<file path="src/rtl/writeback_regfile.sv">
`default_nettype none
// +----------------------------------------------------------------------+
// | writeback_regfile: W-stage result select, 32x32 GPR file, bypassed   |
// | read ports and committed-write counter.          Revision: 1.0       |
// +----------------------------------------------------------------------+
module writeback_regfile #(
  parameter logic [31:0] SP_RESET = 32'h0000_0000,
  parameter logic [31:0] GP_RESET = 32'h0000_0000
) (
  input  logic        CLK,
  input  logic        RST,
  input  logic        RegWriteW,
  input  logic        MemtoRegW,
  input  logic        JumpLinkW,
  input  logic [31:0] ALUOutW,
  input  logic [31:0] ReadDataW,
  input  logic [4:0]  WriteRegW,
  input  logic [31:0] PCPlus4W,
  input  logic [4:0]  A1,
  input  logic [4:0]  A2,
  output logic [31:0] RD1,
  output logic [31:0] RD2,
  output logic [31:0] ResultW,
  output logic [31:0] WbCount
);

  logic [31:0] r_regs [32];
  logic [31:0] r_wbcount;
  logic        w_we_eff;
  logic [4:0]  w_wa_eff;

  assign ResultW  = JumpLinkW ? PCPlus4W : (MemtoRegW ? ReadDataW : ALUOutW);
  assign w_we_eff = (RegWriteW | JumpLinkW) & ~RST;
  assign w_wa_eff = JumpLinkW ? 5'd31 : WriteRegW;
  assign WbCount  = r_wbcount;

  always_ff @(posedge CLK) begin
    if (RST) begin
      for (int i = 0; i < 32; i++) begin
        if (i == 28)      r_regs[i] <= GP_RESET;
        else if (i == 29) r_regs[i] <= SP_RESET;
        else              r_regs[i] <= 32'h0;
      end
      r_wbcount <= 32'h0;
    end else if (w_we_eff && (w_wa_eff != 5'd0)) begin
      r_regs[w_wa_eff] <= ResultW;
      r_wbcount        <= r_wbcount + 32'd1;
    end
  end

  // Write-first: a matching in-flight write is visible in the same cycle.
  always_comb begin
    RD1 = 32'h0;
    if (A1 != 5'd0) begin
      if (w_we_eff && (w_wa_eff == A1)) RD1 = ResultW;
      else                              RD1 = r_regs[A1];
    end
  end

  always_comb begin
    RD2 = 32'h0;
    if (A2 != 5'd0) begin
      if (w_we_eff && (w_wa_eff == A2)) RD2 = ResultW;
      else                              RD2 = r_regs[A2];
    end
  end

endmodule
`default_nettype wire
</file>
<file path="config.mk">
export PLATFORM = sky130hd
export DESIGN_NAME = writeback_regfile
export DESIGN_NICKNAME = d
export VERILOG_FILES = /design/src/rtl/writeback_regfile.sv
export SDC_FILE = /design/constraint.sdc
export NUM_CORES = 2
export LEC_CHECK = 0
export CAP_MARGIN = 20
export CORE_MARGIN = 2
export CORE_UTILIZATION = 45
export DETAILED_ROUTE_END_ITERATION = 6
export GPL_ROUTABILITY_DRIVEN = 0
export PLACE_DENSITY = 0.59
export SKIP_LAST_GASP = 1
export SLEW_MARGIN = 15
export SYNTH_ARGS = -nofsm -noshare
export SYNTH_HDL_FRONTEND = slang
export SYNTH_SLANG_ARGS = --single-unit
</file>
<file path="constraint.sdc">
create_clock -name CLK -period 6.04 [get_ports CLK]
set_input_delay 1.812 -clock CLK [delete_from_list [all_inputs] [get_ports CLK]]
set_output_delay 1.812 -clock CLK [all_outputs]
set_load 0.01 [all_outputs]
</file>
# Word-level counts from Yosys, hierarchy flattened
# Memory sizes are Yosys's and may differ from the RTL's.
# Cells that the tools add are included.
word_totals:
  wordCells: 30
  romBits: 0
  latchBits: 0
  reg_bits: 32
  ramBits: 1024
  mem_count: 1
memory_table:
  columns: ["name", "depth", "word_bits", "read_ports", "rd_clocked_by_memory_dff", "write_ports", "line_no", "text"]
  rows:
  - ["r_regs", 32, 32, 2, 0, 32, "27", "logic [31:0] r_regs [32];"]
op_classes:
  n_bitwise: 3
  eq_ne: 2
  mul: 0
  shift: 0
  add_sub_neg: 1
  reduce_logical: 7
  n_div: 0
  order_cmp: 0
  n_mux: 15
op_table:
  columns: ["op", "count"]
  rows:
  - ["32-bit 2-to-1 mux", 7]
  - ["32-bit by 1-bit adder with 32-bit output, second input constant", 1]
  - ["32-bit OR reduction", 1]
  - ["5-bit nonzero test", 3]
  - ["5-bit == test", 2]
  - ["5-bit 2-to-1 mux", 2]
  - ["1-bit 2-to-1 mux", 6]
  - ["1-bit logical AND", 3]
  - ["1-bit bitwise AND", 1]
  - ["1-bit NOT", 1]
  - ["1-bit OR", 1]

# Logic depth before layout (Yosys ltp)
depth:
  depth_word: 8
  mapped_depth: 12

# Worst setup path after synthesis
# No wires, ideal clock.
synth_path:
  path_kind: "in2out"
  from: "input A2[1]"
  to: "output RD2[13]"
  cell_stages: 7
  setup_slack_ns: 0.648
  n_path_buf: 3
  arrival_ns: 3.580
  cell_sequence: "buf_2 buf_4 clkbuf_1 mux4_2 mux4_2 a211oi_1 a211oi_1"
synth_between:
  elab_chain_cells: 4
  elab_cells_between_ends: 6
  cone_classes: "eq/ne: 1; mux: 2; reduce/logical: 2; memory: 1"
synth_rtl:
  columns: ["item", "line_no", "text"]
  rows:
  - ["from (decl)", "20", "input logic [4:0] A2,"]
  - ["branches (longest 3 deep; another with memory 32 x 32 bit)", null, null]
  - ["32-bit 2-to-1 mux *", "62", "if (A2 != 5'd0) begin"]
  - ["to (decl)", "22", "output logic [31:0] RD2,"]
# Every way passes the cells marked *.

# Worst setup path after layout
layout_path:
  from: "input A1[3]"
  to: "output RD1[8]"
layout_between:
  elab_chain_cells: 4
  elab_cells_between_ends: 6
  cone_classes: "eq/ne: 1; mux: 2; reduce/logical: 2; memory: 1"
layout_rtl:
  columns: ["item", "line_no", "text"]
  rows:
  - ["from (decl)", "19", "input logic [4:0] A1,"]
  - ["branches (longest 3 deep; another with memory 32 x 32 bit)", null, null]
  - ["32-bit 2-to-1 mux *", "54", "if (A1 != 5'd0) begin"]
  - ["to (decl)", "21", "output logic [31:0] RD1,"]
# Marks and branches as above.

==> flow_summary_export.csv <==
group,metric,value,unit
status,status,"finished with violations",
status,violations,"setup timing",
worst_setup_path,cp-start-kind,"input pin",
die,die_area,126000,um^2
worst_setup_path,cp.arrival,4280,ps
route,via_count,43374,
clock_network,htree_levels,3,
place,hpwl,154000,um
synth,synthFlopType,"edfxtp_1",
synth,netlist.area_leader.share,55.3,%
synth,synthArstFlopShare,0,%
sta,setup_ws,-50.2,ps
final_layout,layout.nets,4975,
final_layout,fillers,10063,
clock_network,cts_made_buffers,115,
worst_setup_path,cp-end-kind,"output port",
clock_network,worst_setup_hold_path_clk_slew,60,ps
power,p_total,19.2,mW
final_layout,area_growth,24.5,%
place,portBuffers,243,
route,vias_per_cell,6.58,
worst_setup_path,reg2regPathDepth,7,
route,first_pass_iters,6,
power,p_leak,25.5,nW
worst_setup_path,critical_path_class,"input pin to output port",
synth,syn-cell-area,55600,um^2
sta,setup_violations,8,
route,drcViolationCount,0,
sta,skew,27.4,ps
sta,drv_slew,0,
die,die_w,356,um
final_layout,utilization,56.3,%
synth,synth.distinct_cells,65,
route,routed_wl,234000,um
synth,syn_area_per_cell,13.1,um^2
worst_hold_path,holdPathStages,2,
die,core_area,123000,um^2
synth,synth-edff-count,1024,
synth,synth-seq-cells,1056,
clock_network,cts.path.max_buffers,3,
route,dr.first_iter.drc_count,7489,
sta,worst_pin_slew,923,ps
sta,slew_headroom,38.5,%
worst_setup_path,critPathMaxFanout,8,
die,pin_count,244,
global_route,grt_max_degree,58,
sta,hold_ws,512,ps
die,start_util,45.2,%
power,p_per_area,277,nW/um^2
synth,ys_top_cells_by_area,"edfxtp_1, mux4_2, nor2_1",
synth,syn_inst,4251,
flow_run,maxCapViolations,0,
clock_network,cts_tree,"built",
worst_hold_path,hp-class,"flip-flop to flip-flop",
synth,yosysMostFrequentCell,"nor2_1",
global_route,overflow,0,
synth,synth_common_cells,"nor2_1, edfxtp_1, mux4_2",
route,wl_per_cell,35.6,um
synth,synth_warnings,0,
sta,fin_crit_sh,101,%
final_layout,drive_gt1_share,29.4,%
synth,yosysTopAreaCell,"edfxtp_1",
die,die_h,356,um
sta,fmax,164,MHz
synth,seq_area_frac_synth,56.4,%
global_route,grt_pass1_wl,323000,um
sta,hold_viol_final,0,
sta,final.min_clock_period,6090,ps
route,drtAntennaViolNets,0,
sta,rsz0062_at_grt,"yes",
clock_network,cts_sinks,1056,
worst_setup_path,crit_required,4230,ps
clock_network,clock_latency,740,ps
die,rows,129,
clock_network,root_buffer,"clkbuf_16",
global_route,antenna_found_initial,10,
power,peakVddDrop,0.232,mV
global_route,grt_use_total,36.6,%
global_route,grt_pass1_vias,41693,
## layout make-up
class	count	area (um^2)	area share [%]
sequential	1056	31400	45.3
multi-input combinational	2750	23200	33.4
tap	1637	2050	2.96
clock buffer	144	3010	4.34
inverter	45	170	0.246
clock inverter	67	788	1.14
timing repair buffer	890	8720	12.6
antenna	4	10.0	0.0144
## repair_timing
item                                    CTS  global route
hold buffers                              0             0
gates resized for setup                 225            83
gates cloned                              3             0
setup buffers                            20            24
pin swaps                                19            17
endpoints found under the setup margin   64            49
## worst paths after layout
check,from,to,slack [ps]
setup reg to reg,WbCount[0],WbCount[30],3790
hold / removal,WbCount[25],WbCount[25],510
setup / recovery,A1[3],RD1[8],-50
hold reg to reg,WbCount[25],WbCount[25],510
## routing by layer
layer,global-route usage (%),vias to the layer above,wire length [um]
met5,0,-,70
met4,16.6,10,12800
met3,11.8,648,36200
met2,53.7,3615,101000
met1,49.7,21861,84200
li1,-,17240,-
## per-stage QoR
| stage | TNS [ps] | std cells | setup slack [ps] | cell area [um^2] |
|---|---|---|---|---|
| 3_3_place_gp | -28510 | 6334 | -850 | 64300 |
| 4_1_cts | -685 | 6568 | -148 | 69000 |
| 3_5_place_dp | -28850 | 6334 | -821 | 64300 |
| 6_report | -221 | 6593 | -50.2 | 69300 |
| 2_1_floorplan | 0 | 4282 | 648 | 55800 |
| 5_1_grt | -592 | 6589 | -99.1 | 69300 |
## cells by family after synthesis
| kind of cell | synth area share (%) |
|---|---|
| AOI/OAI and AO/OA | 5.38 |
| xor gates and xnor gates | 0.425 |
| adders and majority gates | 0.0225 |
| buffers and inverters | 4.39 |
| DFF | 56.4 |
| muxes | 22.5 |
| other | 0.00674 |
| and+or+nand+nor | 10.9 |
## registers in the layout, indices dropped and copies added (netlist names)
name and count:
r_regs 1024, WbCount 32
## worst max-delay path, stage by stage
cell	delay, ps
clkdlybuf4s50_1	480
buf_6	170
inv_2	70
o221ai_1	190
a31oi_2	140
o221a_4	190
buf_6	160
buf_12	140
buf_4	140
a2111oi_4	270
a211oi_2	80
buf_4	140
dlygate4sd2_1	270
## cell usage in the layout (no fill, tap or decap), drive strengths merged, types with 22 or more instances in the layout
cell type / instances
mux2i: 350
nand2b: 40
nor2: 1130
o21ai: 58
dfxtp: 32
o22ai: 66
conb: 32
clkinv: 49
mux4: 388
mux2: 23
nor3: 53
o32ai: 22
clkdlybuf4s50: 163
dlygate4sd2: 40
inv: 47
a22oi: 62
a221oi: 39
a211oi: 68
a21oi: 77
clkbuf: 154
nand3: 52
edfxtp: 1024
buf: 661
nand2: 151
## power breakdown
| group | internal, mW | switching (mW) | total [mW] |
|---|---|---|---|
| Combinational | 1.39 | 1.94 | 3.33 |
| Sequential | 8.44 | 0.206 | 8.64 |
| Clock | 4.13 | 3.10 | 7.24 |
(Power assumes the default switching activity.)
